===== src/rtl/lsu_pkg.sv =====
// Shared types and helpers for the load/store unit memory controller.
package lsu_pkg;

    localparam logic [1:0] SZ_B = 2'b00;
    localparam logic [1:0] SZ_H = 2'b01;
    localparam logic [1:0] SZ_W = 2'b10;
    localparam logic [1:0] SZ_D = 2'b11;

    typedef enum logic [1:0] {
        StIdle,
        StAccess,
        StCapture,
        StResp
    } lsu_state_e;

    function automatic logic [7:0] size_mask(input logic [1:0] size);
        case (size)
            SZ_B:    return 8'h01;
            SZ_H:    return 8'h03;
            SZ_W:    return 8'h0f;
            default: return 8'hff;
        endcase
    endfunction

    function automatic logic misaligned(input logic [1:0] size, input logic [2:0] offset);
        case (size)
            SZ_H:    return offset[0];
            SZ_W:    return |offset[1:0];
            SZ_D:    return |offset;
            default: return 1'b0;
        endcase
    endfunction

endpackage


===== src/rtl/lsu_lane_align.sv =====
// Byte-lane steering: store mask and data replication, load shift and extension.
module lsu_lane_align
    import lsu_pkg::*;
(
    input  logic [1:0]  size,
    input  logic [2:0]  offset,
    input  logic        sign_ext,
    input  logic [63:0] wdata,
    input  logic [63:0] rdata,
    output logic [7:0]  we_mask,
    output logic [63:0] wdata_rep,
    output logic [63:0] rdata_ext
);

    logic [63:0] shifted;

    assign we_mask = size_mask(size) << offset;
    assign shifted = rdata >> {offset, 3'b000};

    always_comb begin
        wdata_rep = wdata;
        rdata_ext = shifted;
        case (size)
            SZ_B: begin
                wdata_rep = {8{wdata[7:0]}};
                rdata_ext = {{56{sign_ext & shifted[7]}}, shifted[7:0]};
            end
            SZ_H: begin
                wdata_rep = {4{wdata[15:0]}};
                rdata_ext = {{48{sign_ext & shifted[15]}}, shifted[15:0]};
            end
            SZ_W: begin
                wdata_rep = {2{wdata[31:0]}};
                rdata_ext = {{32{sign_ext & shifted[31]}}, shifted[31:0]};
            end
            default: ;
        endcase
    end

endmodule


===== src/rtl/lsu_mem_ctrl.sv =====
// Single-outstanding load/store controller in front of a one-cycle-latency SRAM.
module lsu_mem_ctrl
    import lsu_pkg::*;
#(
    parameter int unsigned ADDR_W = 64,
    parameter int unsigned DATA_W = 64  // lane logic assumes exactly 8 byte lanes
) (
    input  logic              clk,
    input  logic              rst,
    input  logic              req_valid,
    output logic              req_ready,
    input  logic              req_we,
    input  logic [ADDR_W-1:0] req_addr,
    input  logic [1:0]        req_size,
    input  logic              req_signed,
    input  logic [DATA_W-1:0] req_wdata,
    output logic              resp_valid,
    input  logic              resp_ready,
    output logic [DATA_W-1:0] resp_rdata,
    output logic              resp_err,
    output logic              mem_en,
    output logic [7:0]        mem_we,
    output logic [ADDR_W-1:0] mem_addr,
    output logic [DATA_W-1:0] mem_wdata,
    input  logic [DATA_W-1:0] mem_rdata
);

    lsu_state_e        state_q;
    logic              we_q;
    logic [1:0]        size_q;
    logic [2:0]        off_q;
    logic              signed_q;
    logic              resp_valid_q;
    logic              resp_err_q;
    logic [DATA_W-1:0] resp_rdata_q;
    logic              mem_en_q;
    logic [7:0]        mem_we_q;
    logic [ADDR_W-1:0] mem_addr_q;
    logic [DATA_W-1:0] mem_wdata_q;

    logic [1:0]        lane_size;
    logic [2:0]        lane_off;
    logic [7:0]        lane_we;
    logic [DATA_W-1:0] lane_wdata;
    logic [DATA_W-1:0] lane_rdata;

    // Store steering is needed at the accept edge, load extraction in CAPTURE.
    assign lane_size = (state_q == StIdle) ? req_size : size_q;
    assign lane_off  = (state_q == StIdle) ? req_addr[2:0] : off_q;

    lsu_lane_align u_lane_align (
        .size      (lane_size),
        .offset    (lane_off),
        .sign_ext  (signed_q),
        .wdata     (req_wdata),
        .rdata     (mem_rdata),
        .we_mask   (lane_we),
        .wdata_rep (lane_wdata),
        .rdata_ext (lane_rdata)
    );

    assign req_ready  = (state_q == StIdle) && !rst;
    assign resp_valid = resp_valid_q;
    assign resp_err   = resp_err_q;
    assign resp_rdata = resp_rdata_q;
    assign mem_en     = mem_en_q;
    assign mem_we     = mem_we_q;
    assign mem_addr   = mem_addr_q;
    assign mem_wdata  = mem_wdata_q;

    always_ff @(posedge clk) begin
        if (rst) begin
            state_q      <= StIdle;
            we_q         <= 1'b0;
            size_q       <= SZ_B;
            off_q        <= 3'd0;
            signed_q     <= 1'b0;
            resp_valid_q <= 1'b0;
            resp_err_q   <= 1'b0;
            resp_rdata_q <= '0;
            mem_en_q     <= 1'b0;
            mem_we_q     <= 8'h00;
            mem_addr_q   <= '0;
            mem_wdata_q  <= '0;
        end else begin
            case (state_q)
                StIdle: begin
                    if (req_valid) begin
                        we_q     <= req_we;
                        size_q   <= req_size;
                        off_q    <= req_addr[2:0];
                        signed_q <= req_signed;
                        if (misaligned(req_size, req_addr[2:0])) begin
                            state_q      <= StResp;
                            resp_valid_q <= 1'b1;
                            resp_err_q   <= 1'b1;
                            resp_rdata_q <= '0;
                        end else begin
                            state_q     <= StAccess;
                            mem_en_q    <= 1'b1;
                            mem_addr_q  <= {req_addr[ADDR_W-1:3], 3'b000};
                            mem_we_q    <= req_we ? lane_we : 8'h00;
                            mem_wdata_q <= req_we ? lane_wdata : '0;
                        end
                    end
                end
                StAccess: begin
                    mem_en_q    <= 1'b0;
                    mem_we_q    <= 8'h00;
                    mem_addr_q  <= '0;
                    mem_wdata_q <= '0;
                    if (we_q) begin
                        state_q      <= StResp;
                        resp_valid_q <= 1'b1;
                        resp_err_q   <= 1'b0;
                        resp_rdata_q <= '0;
                    end else begin
                        state_q <= StCapture;
                    end
                end
                StCapture: begin
                    state_q      <= StResp;
                    resp_valid_q <= 1'b1;
                    resp_err_q   <= 1'b0;
                    resp_rdata_q <= lane_rdata;
                end
                StResp: begin
                    if (resp_ready) begin
                        state_q      <= StIdle;
                        resp_valid_q <= 1'b0;
                        resp_err_q   <= 1'b0;
                        resp_rdata_q <= '0;
                    end
                end
                default: state_q <= StIdle;
            endcase
        end
    end

endmodule

===== config.mk =====
export PLATFORM = sky130hd
export DESIGN_NAME = lsu_mem_ctrl
export DESIGN_NICKNAME = d
export VERILOG_FILES = /design/src/rtl/lsu_pkg.sv /design/src/rtl/lsu_lane_align.sv /design/src/rtl/lsu_mem_ctrl.sv
export SDC_FILE = /design/constraint.sdc
export NUM_CORES = 1
export LEC_CHECK = 0
export CAP_MARGIN = 30
export CELL_PAD_IN_SITES_DETAIL_PLACEMENT = 2
export CELL_PAD_IN_SITES_GLOBAL_PLACEMENT = 2
export CORE_MARGIN = 10
export CORE_UTILIZATION = 21
export DETAILED_ROUTE_END_ITERATION = 7
export PLACE_DENSITY_LB_ADDON = 0.25
export SYNTH_ARGS = -nofsm -noshare
export SYNTH_HDL_FRONTEND = slang
export SYNTH_SLANG_ARGS = --single-unit

===== constraint.sdc =====
create_clock -name clk -period 2.45 [get_ports clk]
set_clock_uncertainty 0.05 [all_clocks]
set_input_delay 0.3675 -clock clk [delete_from_list [all_inputs] [get_ports clk]]
set_output_delay 0.3675 -clock clk [all_outputs]
set_load 0.01 [all_outputs]

==> results of run 1 <==
-- through the flow --
| stage | hold slack [ns] | instance area [µm²] | power, mW | instances |
|---|---|---|---|---|
| floorplan | 0.3982 | 9947 | 7.622 | 1235 |
| global placement | 0.3890 | 15660 | 11.41 | 2273 |
| detailed placement | 0.3934 | 15660 | 11.58 | 2273 |
| CTS | 0.2762 | 17120 | 16.48 | 2339 |
| global route | 0.2984 | 17730 | 17.85 | 2350 |
| finish | 0.3109 | 17740 | 16.90 | 2354 |
-- critical path, delay by kind of cell, from the launching register on --
kind / cells / cell delay (ns)
buf+inv: 4 / 0.54
flops: 1 / 0.32
mux: 3 / 1.01
compound gates: 3 / 0.34
fa+ha+maj: 1 / 0.18
-- cells by family after synthesis --
| family | count (synthesis) | synth area share (%) |
|---|---|---|
| AO/OA/AOI/OAI | 368 | 25.88 |
| XOR/XNOR | 1 | 0.08834 |
| adder cells (fa/ha/maj) | 4 | 0.5048 |
| buffers and inverters | 118 | 4.909 |
| flip-flops | 209 | 42.20 |
| multiplexers | 75 | 8.227 |
| other | 1 | 0.03782 |
| AND/OR/NAND/NOR | 457 | 18.16 |
-- flip-flops by register name (all words and copies together) (netlist names) --
name and flops:
we_q 1, mem_en 1, signed_q 1, mem_addr 61, state_q 2, mem_we 8
resp_valid 1, size_q 2, resp_rdata 64, resp_err 1, off_q 3, mem_wdata 64
-- power groups by stage --
stage               clock (mW)  combinational [mW]  sequential, mW
finish                    4.06                8.88            3.97
global route              4.33                9.51            4.01
global placement             0                7.40            4.01
floorplan                    0                3.49            4.13
CTS                       4.19                8.32            3.97
detailed placement           0                7.55            4.03
-- layout make-up --
class | instances | area (µm²)
Antenna cell | 6 | 15.01
Clock buffer | 39 | 802.0
Clock inverter | 6 | 88.84
Fill cell | 5137 | 28910
Inverter | 7 | 30.03
Multi-Input combinational cell | 908 | 6037
Sequential cell | 209 | 4187
Tap cell | 607 | 759.5
Timing Repair Buffer | 572 | 5826
-- metal layers --
metal | wire [µm] | part of all wire (%) | up-vias
li1 | - | - | 5399
met1 | 24070 | 40 | 5876
met2 | 29830 | 49 | 356
met3 | 5139 | 8.5 | 100
met4 | 1538 | 2.5 | 28
met5 | 205 | 0.34 | -
-- repair_timing --
item	in CTS	in global routing
gates cloned	4	4
setup endpoints to repair	65	131
resized for setup	79	107
hold endpoints to repair	0	0
pin swaps	22	45
hold buffers	0	0
buffers inserted	18	8
-- path summary, 6_finish.rpt --
check             slack, ns                     endpoint  depth (start not counted)
hold / removal         0.31        signed_q$_SDFFE_PP0P_                          3
setup reg to reg      -0.15  resp_rdata[61]$_SDFFE_PP0P_                         11
setup / recovery      -0.15  resp_rdata[61]$_SDFFE_PP0P_                         11
hold reg to reg        0.41  resp_rdata[52]$_SDFFE_PP0P_                          2
-- cells in the final DEF, fill, tap and decap left out, types with 11 or more instances in the layout --
master	synthesis	layout
a21oi_1	82	65
a21oi_2	1	15
a221o_1	16	16
a22oi_1	95	93
a2bb2oi_1	26	25
buf_12	0	24
buf_4	3	119
buf_6	3	18
clkbuf_16	0	31
clkdlybuf4s50_1	0	398
dfxtp_1	209	207
mux2_2	14	12
mux2i_1	56	28
mux2i_4	1	19
nand2_1	205	193
nand2_2	0	11
nand3_1	44	41
nor2_1	197	190
o211ai_1	12	12
o21ai_0	38	30
==> out/metrics.yaml, run 1 <==
outcome: "finished with violations"
violations: "negative setup slack"
cap_violations: 0
grt_antenna_before_repair: 21
drc_errors: 0
path_class: "reg -> reg"
cellPowerDensity_mw_per_mm2: 952.6
p_int_mw: 10.14
min_period_ns: 2.599
ys_seq_area_share_pct: 42.20
dp_slack_ns: -0.4700
crit_path_end_kind: "register"
die_h_um: 237.3
r2r_start: "state_q[0]$_SDFFE_PP0P_"
async_flop_share_pct: 0
synthTopCellsByArea: "dfxtp_1, nand2_1, nor2_1"
grt_overflow: 0
critPathLaunchType: "register"
pwr-share-seq_pct: 23.5
critical_path.cell_chain: "inv_2, ha_4, mux2_4, mux4_2, mux2i_4, buf_6, o32ai_4, a21oi_4, buf_6, clkbuf_16, o31ai_4"
vias: 11759
yosysMostFrequentCell: "dfxtp_1"
dp_hpwl_um: 44690
pwr-share-clk_pct: 24.0
route.detailed.wl_per_inst_um: 25.82
slew_violations: 0
hp-class: "in -> reg"
synth_area_mm2: 0.009916
grt_pass1_vias: 12993
synth_top_area_share_pct: 42.20
rows: 79
critPathLaunch: "state_q[0]$_SDFFE_PP0P_"
met3_usage_pct: 7.509
ys_types: 49
avgSynthCellArea_um2: 8.042
min_from: "req_signed"
tns_ns: -5.638
fin_util_pct: 38.03
cp_slowest_stage_delay_ns: 0.47
start_util_pct: 21.25
fmax_ghz: 0.3848
grt_max_degree: 155
numClockSinks: 209
synth-seq-cells: 209
cts_tree: "yes"
synth_commonest_cells: "dfxtp_1, nand2_1, nor2_1, a22oi_1, a21oi_1"
finalSetupViolations: 63
ir_drop_mv: 0.4776
final_antenna_net_count: 0
synth_top_cell_by_area: "dfxtp_1"
syn_inst: 1233
dieArea_mm2: 0.05631
ctsLongestPathBuffers: 3
period_share_pct: 106.1
ios: 404
p_leak_nw: 6.740
drive_gt1_share_pct: 20.74
wirelength_um: 60790
dr.pass1.iters: 4
cts_made_buffers: 28
track_usage_pct: 20.22
place_congestion: 0.8383
swShare_pct: 40.01
io_buffers: 400
yosys_warnings: 0
worstPathRequired_ns: 2.84
crit_fanout: 8
die_x_um: 237.3
worst_slew_pin_slew_ns: 0.8883
cp.arrival_ns: 2.99
power_frac_comb_pct: 52.5
path_clk_slew_ns: 0.06
hold_violations: 0
cpMostUsedCell: "buf_6"
core_mm2: 0.04665
h-tree-depth: 1
busiest_layer: "met2"
p_sw_mw: 6.762
met1_usage_pct: 23.01
cts_root_buffer: "clkbuf_16"
synth_top_flop_cell: "dfxtp_1"
synth_edf_count: 0
grt_setup_unrepaired: "true"
post-route-worst-setup-slack_ns: -0.1489
vias_per_cell: 4.995
max-slew-margin-rel_pct: 40.78
area_delta_synth_final_pct: 78.95
crit_slowest_cell: "mux4_2"
nets: 1930
met2_usage_pct: 35.19
grt_pass1_wl_um: 87130
drtIter0Drc: 735
clk_latency_ns: 0.60
(Power assumes the default switching activity.)
==> run 2, diff against run 1 <==
--- a/config.mk
+++ b/config.mk
@@ -11,6 +11,7 @@
 export CORE_MARGIN = 10
 export CORE_UTILIZATION = 21
 export DETAILED_ROUTE_END_ITERATION = 7
+export MAX_ROUTING_LAYER = met4
 export PLACE_DENSITY_LB_ADDON = 0.25
 export SYNTH_ARGS = -nofsm -noshare
 export SYNTH_HDL_FRONTEND = slang
==> out/metrics.yaml, run 2 (synthesis gave the netlist of run 1 again) <==
outcome: "finished with violations"
violations: "negative setup slack"
crit_path_end_kind: "register"
multi_input_area_mm2: 0.005896  # -2.3%
cap_violations: 0  # unchanged
p_leak_nw: 6.745  # about the same
path_class: "reg -> reg"
cellPowerDensity_mw_per_mm2: 952.3  # about the same
track_usage_pct: 20.82  # +0.59 points
ctsLongestPathBuffers: 3  # unchanged
cts_tree: "yes"
core_mm2: 0.04665  # unchanged
route.detailed.wl_per_inst_um: 25.66  # -0.62%
area_delta_synth_final_pct: 78.12
fill_cells: 5140  # +0.058%
ios: 404  # unchanged
numClockSinks: 209  # unchanged
vias: 11678  # -0.69%
period_share_pct: 107.3  # +1.2 points
grt_max_degree: 155  # unchanged
hp-class: "in -> reg"
wirelength_um: 60820  # about the same
slew_violations: 0  # unchanged
vias_per_cell: 4.927  # -1.4%
critPathLaunchType: "register"
dieArea_mm2: 0.05631  # unchanged
dr.pass1.iters: 4  # unchanged
finalPower_mw: 16.82  # -0.50%
final_antenna_net_count: 0  # unchanged
layout_common_cells: "clkdlybuf4s50_1, dfxtp_1, nand2_1"
nets: 1932  # +0.10%
drive_gt1_share_pct: 19.91  # -0.83 points
cts_made_buffers: 28  # unchanged
io_buffers: 400  # unchanged
min_period_ns: 2.628  # +0.02914 ns
holdPathStages: 3  # unchanged
fmax_ghz: 0.3805  # -1.1%
grt_overflow: 0  # unchanged
grt_antenna_before_repair: 20  # -4.8%
start_util_pct: 21.25  # unchanged
crit_fanout: 16  # +8
hold_violations: 0  # unchanged
die_x_um: 237.3  # unchanged
worstPathRequired_ns: 2.89  # +0.05 ns
worst_slew_pin_slew_ns: 0.8467  # -0.04167 ns
h-tree-depth: 1  # unchanged
ir_drop_mv: 0.4745  # -0.66%
layout.cells.most_common: "clkdlybuf4s50_1"
dp_hpwl_um: 44690  # unchanged
register_area_mm2: 0.004187  # unchanged
path_clk_slew_ns: 0.06  # about the same
grt_setup_unrepaired: "true"
clk_latency_ns: 0.60  # about the same
fin_util_pct: 37.86  # -0.18 points
r2r_cells: 13  # +2
die_h_um: 237.3  # unchanged
max-slew-margin-rel_pct: 43.55  # +2.8 points
grt_pass1_vias: 13016  # +0.18%
finalSetupViolations: 76  # +21%
place_congestion: 0.8513  # +1.6%
post-route-worst-setup-slack_ns: -0.1781  # -0.02914 ns
cp.arrival_ns: 3.07  # +0.08 ns
cts_root_buffer: "clkbuf_16"
grt_pass1_wl_um: 87020  # -0.12%
rows: 79  # unchanged
drtIter0Drc: 639  # -13%
drc_errors: 0  # unchanged
==> run 2: final cells by class <==
cell class | count | area share, %
clock buffers | 39 | 4.541
flip-flops and latches | 209 | 23.70
diodes | 20 | 0.2834
clock inverters | 6 | 0.5030
inverters | 7 | 0.1700
well taps | 607 | 4.300
multi-input cells | 908 | 33.38
repair buffers | 574 | 33.12
==> run 2: what timing repair did <==
item                       4_1_cts  5_1_grt
setup buffers                   18        8
resized for setup               79       81
gates cloned                     4        5
setup endpoints to repair       65      131
hold buffers                     0        0
pin swaps                       22       36
==> run 2: path summary, 6_finish.rpt <==
check | to | start | slack (ns)
worst max-delay path | resp_rdata[17]$_SDFFE_PP0P_ | state_q[0]$_SDFFE_PP0P_ | -0.18
worst min-delay path | signed_q$_SDFFE_PP0P_ | req_signed | 0.31
worst max register to register | resp_rdata[17]$_SDFFE_PP0P_ | state_q[0]$_SDFFE_PP0P_ | -0.18
worst min register to register | resp_rdata[52]$_SDFFE_PP0P_ | resp_rdata[52]$_SDFFE_PP0P_ | 0.41
==> run 2: per-layer routing <==
layer / vias up / global-route usage (%) / share of wire (%) / routed length (µm)
met2: 314 / 35.23 / 50 / 30380
met1: 5884 / 23.05 / 40 / 24430
met4: 0 / 4.914 / 2.0 / 1239
met3: 65 / 7.405 / 7.9 / 4777
met5: - / - / 0 / 0
li1: 5415 / - / - / -
==> run 2: power by group <==
group / total [mW] / switching, mW / internal, mW / leakage, nW
clock: 4.05 / 1.67 / 2.37 / 0.428
combinational: 8.80 / 4.80 / 4.00 / 4.63
sequential: 3.97 / 0.229 / 3.74 / 1.69
total: 16.8 / 6.70 / 10.1 / 6.75
==> run 2: per-stage QoR <==
stage | cell area (µm²) | setup slack, ns | TNS, ns | std cells | hold WS, ns
detailed placement | 15660 | -0.4700 | -44.71 | 2273 | 0.3934
global placement | 15660 | -0.3538 | -29.19 | 2273 | 0.3890
finish | 17660 | -0.1781 | -6.973 | 2370 | 0.3095
floorplan | 9947 | -0.1103 | -1.103 | 1235 | 0.3982
CTS | 17120 | -0.1181 | -3.815 | 2339 | 0.2762
global route | 17660 | -0.2951 | -20.95 | 2370 | 0.2973
==> run 2: critical path, stage by stage (launching register included) <==
cell	delay, ns
dfxtp_2	0.33
inv_2	0.05
ha_4	0.18
buf_4	0.13
buf_6	0.12
buf_12	0.13
a222oi_1	0.30
buf_4	0.20
and3_4	0.20
nand2_2	0.09
buf_6	0.15
and4b_1	0.28
buf_12	0.16
a221o_1	0.14
